==> src/rtl/pi_req_queue_pkg.sv <==
// Shared definitions for the Pi request queue: Pi register address codes,
// the bit layout of the ADDR_HI word and the packed queue entry.
package pi_req_queue_pkg;

    // Pi register address codes
    localparam logic [2:0] PI_REG_DATA_LO = 3'd0;
    localparam logic [2:0] PI_REG_DATA_HI = 3'd1;
    localparam logic [2:0] PI_REG_ADDR_LO = 3'd2;
    localparam logic [2:0] PI_REG_ADDR_HI = 3'd3;
    localparam logic [2:0] PI_REG_CONTROL = 3'd4;

    // Field positions inside the ADDR_HI word
    localparam int REQ_FC_MSB      = 13;
    localparam int REQ_FC_LSB      = 11;
    localparam int REQ_READ_BIT    = 10;
    localparam int REQ_SIZE_MSB    = 9;
    localparam int REQ_SIZE_LSB    = 8;
    localparam int REQ_ADDR_HI_MSB = 7;
    localparam int REQ_ADDR_HI_LSB = 0;

    localparam int REQ_ENTRY_W = 62;

    // One complete bus request as held in the queue
    typedef struct packed {
        logic [2:0]  fc;
        logic        read;
        logic [1:0]  size;
        logic [23:0] addr;
        logic [31:0] wdata;
    } req_t;

endpackage

==> src/rtl/pi_req_fifo.sv <==
// Generic show-ahead synchronous FIFO. The head entry is presented on dout
// whenever the FIFO is non-empty and reads as zero when empty. A push into a
// full FIFO is only accepted together with a pop; otherwise it is ignored.
module pi_req_fifo
    import pi_req_queue_pkg::*;
#(
    parameter int DEPTH = 4,
    parameter int AW    = 2,
    parameter int W     = REQ_ENTRY_W
) (
    input  logic          clk,
    input  logic          rst,
    input  logic          push,
    input  logic          pop,
    input  logic [W-1:0]  din,
    output logic [W-1:0]  dout,
    output logic          full,
    output logic          empty,
    output logic [AW:0]   count
);

    logic [W-1:0]  mem [DEPTH];
    logic [AW-1:0] wr_ptr;
    logic [AW-1:0] rd_ptr;
    logic          push_ok;
    logic          pop_ok;

    assign empty   = (count == '0);
    assign full    = (count == (AW+1)'(DEPTH));
    assign pop_ok  = pop & ~empty;
    assign push_ok = push & (~full | pop_ok);
    assign dout    = empty ? '0 : mem[rd_ptr];

    // Storage write; entries need no reset because dout is gated by empty
    always_ff @(posedge clk) begin
        if (push_ok) begin
            mem[wr_ptr] <= din;
        end
    end

    // Pointers wrap naturally since DEPTH is a power of two
    always_ff @(posedge clk or posedge rst) begin
        if (rst) begin
            wr_ptr <= '0;
            rd_ptr <= '0;
        end else begin
            if (push_ok) wr_ptr <= wr_ptr + AW'(1);
            if (pop_ok)  rd_ptr <= rd_ptr + AW'(1);
        end
    end

    // Occupancy count; simultaneous push and pop leaves it unchanged
    always_ff @(posedge clk or posedge rst) begin
        if (rst) begin
            count <= '0;
        end else begin
            case ({push_ok, pop_ok})
                2'b10:   count <= count + (AW+1)'(1);
                2'b01:   count <= count - (AW+1)'(1);
                default: count <= count;
            endcase
        end
    end

endmodule

==> src/rtl/pi_req_queue.sv <==
// Pi register-write front end for the 68k bus state machine.
// Synchronises PI_WR, stages data/address words, and queues complete bus
// requests on each ADDR_HI write. Tracks requests in flight for BUSY.
// Build option PI_REQ_QUEUE_POSTED_EN: when defined, requests are posted into a
// DEPTH-entry FIFO; when undefined, a single request is accepted only while
// the queue is empty and nothing is in flight.
module pi_req_queue
    import pi_req_queue_pkg::*;
#(
    parameter int DEPTH = 4,
    parameter int AW    = 2
) (
    input  logic        SYSCLK,
    input  logic        RESET,
    input  logic        PI_WR,
    input  logic [2:0]  PI_A,
    input  logic [15:0] PI_DATA,
    output logic        REQ_VALID,
    output logic [23:0] REQ_ADDR,
    output logic [31:0] REQ_WDATA,
    output logic [1:0]  REQ_SIZE,
    output logic        REQ_READ,
    output logic [2:0]  REQ_FC,
    input  logic        REQ_POP,
    input  logic        REQ_DONE,
    output logic        CTRL_WE,
    output logic [15:0] CTRL_DATA,
    output logic        BUSY,
    output logic        FULL,
    output logic        OVERFLOW,
    input  logic        CLR_OVF
);

    if (DEPTH < 2 || DEPTH != (1 << AW)) begin : g_depth_check
        $error("pi_req_queue: DEPTH must be a power of two >= 2 and equal 2**AW");
    end

    logic        wr_a;
    logic        wr_b;
    logic        wr_evt;
    logic        push_req;
    logic        push_drop;
    logic        pop_ok;
    logic        done_ok;
    logic [31:0] stage_wdata;
    logic [15:0] stage_addr;
    logic [AW:0] q_count;
    logic [AW:0] inflight;
    req_t        push_entry;
    req_t        head;
    logic        head_valid;

    // Two-flop synchroniser on the raw strobe; event on the falling edge of WR
    always_ff @(posedge SYSCLK or posedge RESET) begin
        if (RESET) begin
            wr_a <= 1'b0;
            wr_b <= 1'b0;
        end else begin
            wr_a <= PI_WR;
            wr_b <= wr_a;
        end
    end

    assign wr_evt   = wr_b & ~wr_a;
    assign push_req = wr_evt & (PI_A == PI_REG_ADDR_HI);

    // Staging words; they persist so the Pi can reuse them across ADDR_HI writes
    always_ff @(posedge SYSCLK or posedge RESET) begin
        if (RESET) begin
            stage_wdata <= '0;
            stage_addr  <= '0;
        end else if (wr_evt) begin
            case (PI_A)
                PI_REG_DATA_LO: stage_wdata[15:0]  <= PI_DATA;
                PI_REG_DATA_HI: stage_wdata[31:16] <= PI_DATA;
                PI_REG_ADDR_LO: stage_addr         <= PI_DATA;
                default: ;
            endcase
        end
    end

    // Entry assembled from the ADDR_HI word and the staged words
    always_comb begin
        push_entry       = '0;
        push_entry.fc    = PI_DATA[REQ_FC_MSB:REQ_FC_LSB];
        push_entry.read  = PI_DATA[REQ_READ_BIT];
        push_entry.size  = PI_DATA[REQ_SIZE_MSB:REQ_SIZE_LSB];
        push_entry.addr  = {PI_DATA[REQ_ADDR_HI_MSB:REQ_ADDR_HI_LSB], stage_addr};
        push_entry.wdata = stage_wdata;
    end

`ifdef PI_REQ_QUEUE_POSTED_EN
    logic                   fifo_full;
    logic                   fifo_empty;
    logic [REQ_ENTRY_W-1:0] fifo_dout;

    pi_req_fifo #(
        .DEPTH (DEPTH),
        .AW    (AW),
        .W     (REQ_ENTRY_W)
    ) u_fifo (
        .clk   (SYSCLK),
        .rst   (RESET),
        .push  (push_req),
        .pop   (REQ_POP),
        .din   (push_entry),
        .dout  (fifo_dout),
        .full  (fifo_full),
        .empty (fifo_empty),
        .count (q_count)
    );

    assign head       = req_t'(fifo_dout);
    assign head_valid = ~fifo_empty;
    assign push_drop  = push_req & fifo_full & ~pop_ok;
    assign FULL       = fifo_full;
`else
    logic single_valid;
    req_t single_entry;
    logic push_ok;

    // Non-posted: accept only when nothing is queued or on the bus
    assign push_ok   = push_req & ~single_valid & (inflight == '0);
    assign push_drop = push_req & ~push_ok;

    // Single-entry holding register
    always_ff @(posedge SYSCLK or posedge RESET) begin
        if (RESET) begin
            single_valid <= 1'b0;
            single_entry <= '0;
        end else if (push_ok) begin
            single_valid <= 1'b1;
            single_entry <= push_entry;
        end else if (pop_ok) begin
            single_valid <= 1'b0;
        end
    end

    assign head       = single_valid ? single_entry : '0;
    assign head_valid = single_valid;
    assign q_count    = {{AW{1'b0}}, single_valid};
    assign FULL       = BUSY;
`endif

    assign pop_ok  = REQ_POP & head_valid;
    assign done_ok = REQ_DONE & (inflight != '0);

    // Requests popped by the bus FSM but not yet reported complete
    always_ff @(posedge SYSCLK or posedge RESET) begin
        if (RESET) begin
            inflight <= '0;
        end else begin
            case ({pop_ok, done_ok})
                2'b10:   inflight <= inflight + (AW+1)'(1);
                2'b01:   inflight <= inflight - (AW+1)'(1);
                default: inflight <= inflight;
            endcase
        end
    end

    // Sticky drop flag; a drop in the same cycle as the clear keeps it set
    always_ff @(posedge SYSCLK or posedge RESET) begin
        if (RESET) begin
            OVERFLOW <= 1'b0;
        end else if (push_drop) begin
            OVERFLOW <= 1'b1;
        end else if (CLR_OVF) begin
            OVERFLOW <= 1'b0;
        end
    end

    // CONTROL register write strobe with its data word
    always_ff @(posedge SYSCLK or posedge RESET) begin
        if (RESET) begin
            CTRL_WE   <= 1'b0;
            CTRL_DATA <= '0;
        end else begin
            CTRL_WE <= wr_evt & (PI_A == PI_REG_CONTROL);
            if (wr_evt && (PI_A == PI_REG_CONTROL)) begin
                CTRL_DATA <= PI_DATA;
            end
        end
    end

    assign REQ_VALID = head_valid;
    assign REQ_ADDR  = head.addr;
    assign REQ_WDATA = head.wdata;
    assign REQ_SIZE  = head.size;
    assign REQ_READ  = head.read;
    assign REQ_FC    = head.fc;
    assign BUSY      = (q_count != '0) | (inflight != '0);

    // The bus FSM must only pop when a head entry is present
    a_pop_when_valid: assert property (@(posedge SYSCLK) disable iff (RESET) REQ_POP |-> REQ_VALID);

endmodule
==> config.mk <==
export PLATFORM = sky130hd
export DESIGN_NAME = pi_req_queue
export DESIGN_NICKNAME = d
export VERILOG_FILES = /design/src/rtl/pi_req_queue_pkg.sv /design/src/rtl/pi_req_fifo.sv /design/src/rtl/pi_req_queue.sv
export SDC_FILE = /design/constraint.sdc
export NUM_CORES = 1
export LEC_CHECK = 0
export ABC_AREA = 1
export CAP_MARGIN = 25
export CORE_ASPECT_RATIO = 1.5
export CORE_MARGIN = 5
export CORE_UTILIZATION = 52
export DETAILED_ROUTE_END_ITERATION = 16
export PLACE_DENSITY = 0.8
export SYNTH_ARGS = -nofsm -noshare
export SYNTH_HDL_FRONTEND = slang
export SYNTH_SLANG_ARGS = --single-unit
==> constraint.sdc <==
create_clock -name SYSCLK -period 5 [get_ports SYSCLK]
set_input_delay 1 -clock SYSCLK [delete_from_list [all_inputs] [get_ports SYSCLK]]
set_output_delay 1 -clock SYSCLK [all_outputs]
set_load 0.02 [all_outputs]
# Word level (Yosys, flattened, before mapping)
# Cells that the tools add are included.
# op_classes
n_addsub,2
n_mul,0
div,0
order_cmp,0
eq_ne,6
n_shift,0
n_mux,6
n_bitwise,12
n_reduce_logical,10
# op_table
op,n
62-bit two-way mux,1
1-bit bitwise AND,8
"3-bit by 2-bit == test with 1-bit output, second input constant",2
3-bit zero test,2
3-bit one-hot mux with 2 select lines,1
2-bit AND reduction,3
2-bit nonzero test,3
1-bit two-way mux,4
"3-bit by 1-bit adder with 3-bit output, second input constant",1
"3-bit by 1-bit == test with 1-bit output, second input constant",1
"3-bit == test, second input constant",1
1-bit NOT,3
3-bit nonzero test,1
"3-bit by 1-bit subtractor with 3-bit output, second input constant",1
"2-bit by 1-bit == test with 1-bit output, second input constant",1
"2-bit == test, second input constant",1
1-bit logical AND,1
1-bit bitwise OR,1
# totals
regBits,134
latch_bits,0
ramBits,0
romBits,0
input_bits,25
output_inout_bits,83
wordCells,51
n_memories,0

# Longest topological paths before layout
# logic_depth
word_depth,8
mapped_depth,10
mapped_depth_nobuf,9

# Least setup slack after synthesis
# OpenSTA, ideal clock, no wires.
# synth_timing
path_type,input -> register
start,in REQ_DONE
end,reg inflight[2]
arrival_ns,2.038
t_required_ns,4.877
setup_slack_ns,2.839
path_stages,7
n_path_buf,0
path_cell_list,a21boi_0 ha_1 inv_1 fa_1 nand2_1 nand3b_1 xnor2_1
# synth_via
elab_chain_cells,3
# synth_rtl
element,line,text
start: declaration,pi_req_queue.sv:25,"input logic REQ_DONE,"
1-bit bitwise AND (*),pi_req_queue.sv:146,assign done_ok = REQ_DONE & (inflight != '0);
2-bit by 1-bit == test with 1-bit output or 2-bit == test (tied branches),pi_req_queue.sv:153,"case ({pop_ok, done_ok})"
3-bit one-hot mux with 2 select lines or 2-bit nonzero test (tied branches),n/a,
end signal: assignment,pi_req_queue.sv:154,2'b10: inflight <= inflight + (AW+1)'(1);
end signal: assignment,pi_req_queue.sv:155,2'b01: inflight <= inflight - (AW+1)'(1);
end signal: assignment,pi_req_queue.sv:156,default: inflight <= inflight;
end: declaration,pi_req_queue.sv:48,logic [AW:0] inflight;
# Mark *: on every way between the ends. The rest lies on a longest branch, timed or not.
# A chain may end at the register's enable or synchronous reset.

# Worst setup path in the final report
# layout_timing
start,"reg single_valid, in the netlist REQ_VALID"
end,out REQ_ADDR[1]
# layout_via
elab_chain_cells,1
# layout_rtl
element,line,text
start: declaration,pi_req_queue.sv:118,logic single_valid;
start signal: assignment,pi_req_queue.sv:129,single_valid <= 1'b0;
start signal: assignment,pi_req_queue.sv:132,single_valid <= 1'b1;
start signal: assignment,pi_req_queue.sv:135,single_valid <= 1'b0;
62-bit two-way mux,pi_req_queue.sv:139,assign head = single_valid ? single_entry : '0;
end: declaration,pi_req_queue.sv:19,"output logic [23:0] REQ_ADDR,"
# Every way passes these cells.

==> impl_metrics.yaml <==
status:
  status: "completed"
timing:
  fin_tns_setup_ps: 0
  hold_viol: 0
  fin_ws_ps: 1860
  worstMarginPinSlew_ps: 969
  drv_slew: 0
  final.setup_skew_ps: 4.80
  period_needed_ps: 3140
  grt_setup_unrepaired: "no"
  final-setup-viol-count: 0
  slew-limit-headroom: 0.352
  fmax_mhz: 319
  min_period_over_period: 0.628
drt:
  wire_per_inst_um: 15.6
  wl_met2_mm: 7.25
  num_vias: 4726
  drc: 0
  wirelength_mm: 14.4
  drtAntennaViolNets: 0
  routed_via_density: 5.12
  first_pass_iters: 8
  top_layer: "met4"
  dr_wl_met3_um: 912
  drtIter0Drc: 424
  wl_met1_mm: 5.70
critical_path:
  required_ps: 4000
  path_max_fanout: 41
  path_class: "reg -> out"
  cp.arrival_ps: 2140
  critPathCaptureType: "output port"
  crit_family: "buffers and inverters"
  crit_buf_inv: 3
  cp.depth: 4
  r2r_cells: 6
  crit_path_max_incr_delay_ps: 690
  crit_chain: "buf_12 > nand2_1 > inv_1 > clkdlybuf4s50_1"
  start_kind: "flop"
  cpMaxStageDelayCell: "dfrtp_2"
power:
  power.leakage_nw: 4.12
  powerDensity_mw_per_mm2: 440
  power_mw: 3.25
  ir_drop_mv: 0.282
clock_network:
  clk_path_buf_depth: 2
  cts-root-buf: "clkbuf_16"
  clock_sinks: 134
  htreeDepth: 4
  cts_tree: "done"
  numCtsBuffers: 17
  cts_hold_buf: 0
  cts-resized-gates: 0
  insertion_delay_ps: 420
  post_cts_buffers: 0
  clk_pin_slew_ps: 50
yosys:
  synth_area_leaders: "dfrtp_1 (59%), nand2_1 (17%), inv_1 (5.9%)"
  synth_edf_count: 0
  async_flop_share: 1.00
  syn_avg_cell_area_um2: 8.53
  ys_ff_latch: 134
  synthFlopType: "dfrtp_1"
  ys_warn_count: 0
  synthTopCellsByCount: "nand2_1 (262), dfrtp_1 (134), inv_1 (89), nand3_1 (63), o21ai_1 (42)"
  synth_top_area_frac: 0.587
  syn-num-nets: 696
  synth_area_mm2: 0.00571
  synth.most_common_cell: "nand2_1"
  synth_top_area_cell: "dfrtp_1"
  ys_seq_area_frac: 0.587
  synth.distinct_cells: 23
  syn_inst: 669
floorplan:
  die_h_um: 138
  die_x_um: 95.6
  boundaryPins: 108
  rows: 47
  core_area_mm2: 0.0109
  start_util: 0.525
  die-area_mm2: 0.0132
layout:
  antenna_cells: 0
  multi_input_area_mm2: 0.00176
  area_delta_synth_final_pct: 29.5
  seq_area_mm2: 0.00335
  drive_gt1_frac: 0.0593
  postLayoutCellArea_mm2: 0.00739
  nets: 791
  nFillCells: 846
placed_design:
  place.gp.congestion: 0.787
  post-dp-hpwl_mm: 9.22
  portBuffers: 107
  post-place-ws_ps: 1920
  place_area_mm2: 0.00676
flow_run:
  maxCapViolations: 0
grt:
  grt_pass1_vias: 4744
  grtUsageTotal: 0.236
  grt_pass1_wl_mm: 24.0
  overflow: 0
  antenna_found_initial: 0
  grt_max_degree: 88
min_path:
  holdPathStages: 0
  min_path_type: "reg -> reg"
-- power breakdown --
part           leakage, nW  switching (mW)  internal [mW]
clock                0.294           0.444          0.776
combinational         2.06           0.342          0.218
sequential            1.76           0.149           1.32
-- layout by cell type (no fill, tap or decap), types with 2 or more instances in the layout --
cell | synthesis | routed
nand2_1 | 262 | 262
inv_2 | 2 | 2
o21ai_0 | 24 | 24
clkinv_2 | 0 | 7
bufinv_16 | 0 | 2
buf_4 | 12 | 4
clkdlybuf4s50_1 | 0 | 107
inv_1 | 89 | 88
o21ai_1 | 42 | 42
nand3_1 | 63 | 63
nor2_1 | 4 | 4
clkbuf_16 | 0 | 17
xnor2_1 | 2 | 2
clkbuf_8 | 0 | 4
dfrtp_1 | 134 | 133
-- final timing paths --
path	start	end	slack, ps
max in group asynchronous	RESET	single_entry[47]	3000
setup reg to reg	REQ_VALID	single_entry[51]	2480
hold / removal	wr_a	wr_b	390
min in group asynchronous	RESET	single_entry[7]	1000
setup / recovery	REQ_VALID	REQ_ADDR[1]	1860
hold reg to reg	wr_a	wr_b	390
-- state kept, by name (all words and copies together), names as in the netlist --
register and cells:
single_entry 62, stage_addr 16, REQ_VALID 1, CTRL_DATA 16, CTRL_WE 1, wr_b 1
OVERFLOW 1, wr_a 1, stage_wdata 32, inflight 3
-- per-stage QoR --
step / instances / hold WS [ps] / utilization
5_1_grt: 923 / 401 / 0.680
6_report: 923 / 392 / 0.680
4_1_cts: 921 / 386 / 0.675
2_1_floorplan: 669 / 354 / -
3_5_place_dp: 890 / 374 / 0.622
3_3_place_gp: 889 / 357 / 0.620
-- kinds of logic after synthesis --
| family | share of synthesized area |
|---|---|
| simple gates | 0.241 |
| flops | 0.587 |
| buf+inv | 0.104 |
| compound gates | 0.0592 |
| xor+xnor | 0.00307 |
| fa+ha+maj | 0.00570 |
-- cell type report --
cell class | instances | share of cell area
Sequential cell | 134 | 0.454
Multi-Input combinational cell | 406 | 0.239
Timing Repair Buffer | 114 | 0.157
Clock buffer | 21 | 0.0650
Inverter | 91 | 0.0465
Tap cell | 147 | 0.0249
Clock inverter | 10 | 0.0139
-- worst reg2reg max path: stages, from the launching register on --
cell	delay, ps
dfrtp_2	600
buf_12	270
nor2_8	120
buf_4	530
nand2_4	570
nand2_1	260
nand2_1	70
-- metal layers --
| metal | vias up | global-route usage |
|---|---|---|
| met1 | 2280 | 0.298 |
| met5 | - | 0 |
| met4 | 0 | 0.104 |
| met2 | 181 | 0.375 |
| li1 | 2230 | - |
| met3 | 35 | 0.0663 |
(Power assumes the default switching activity.)
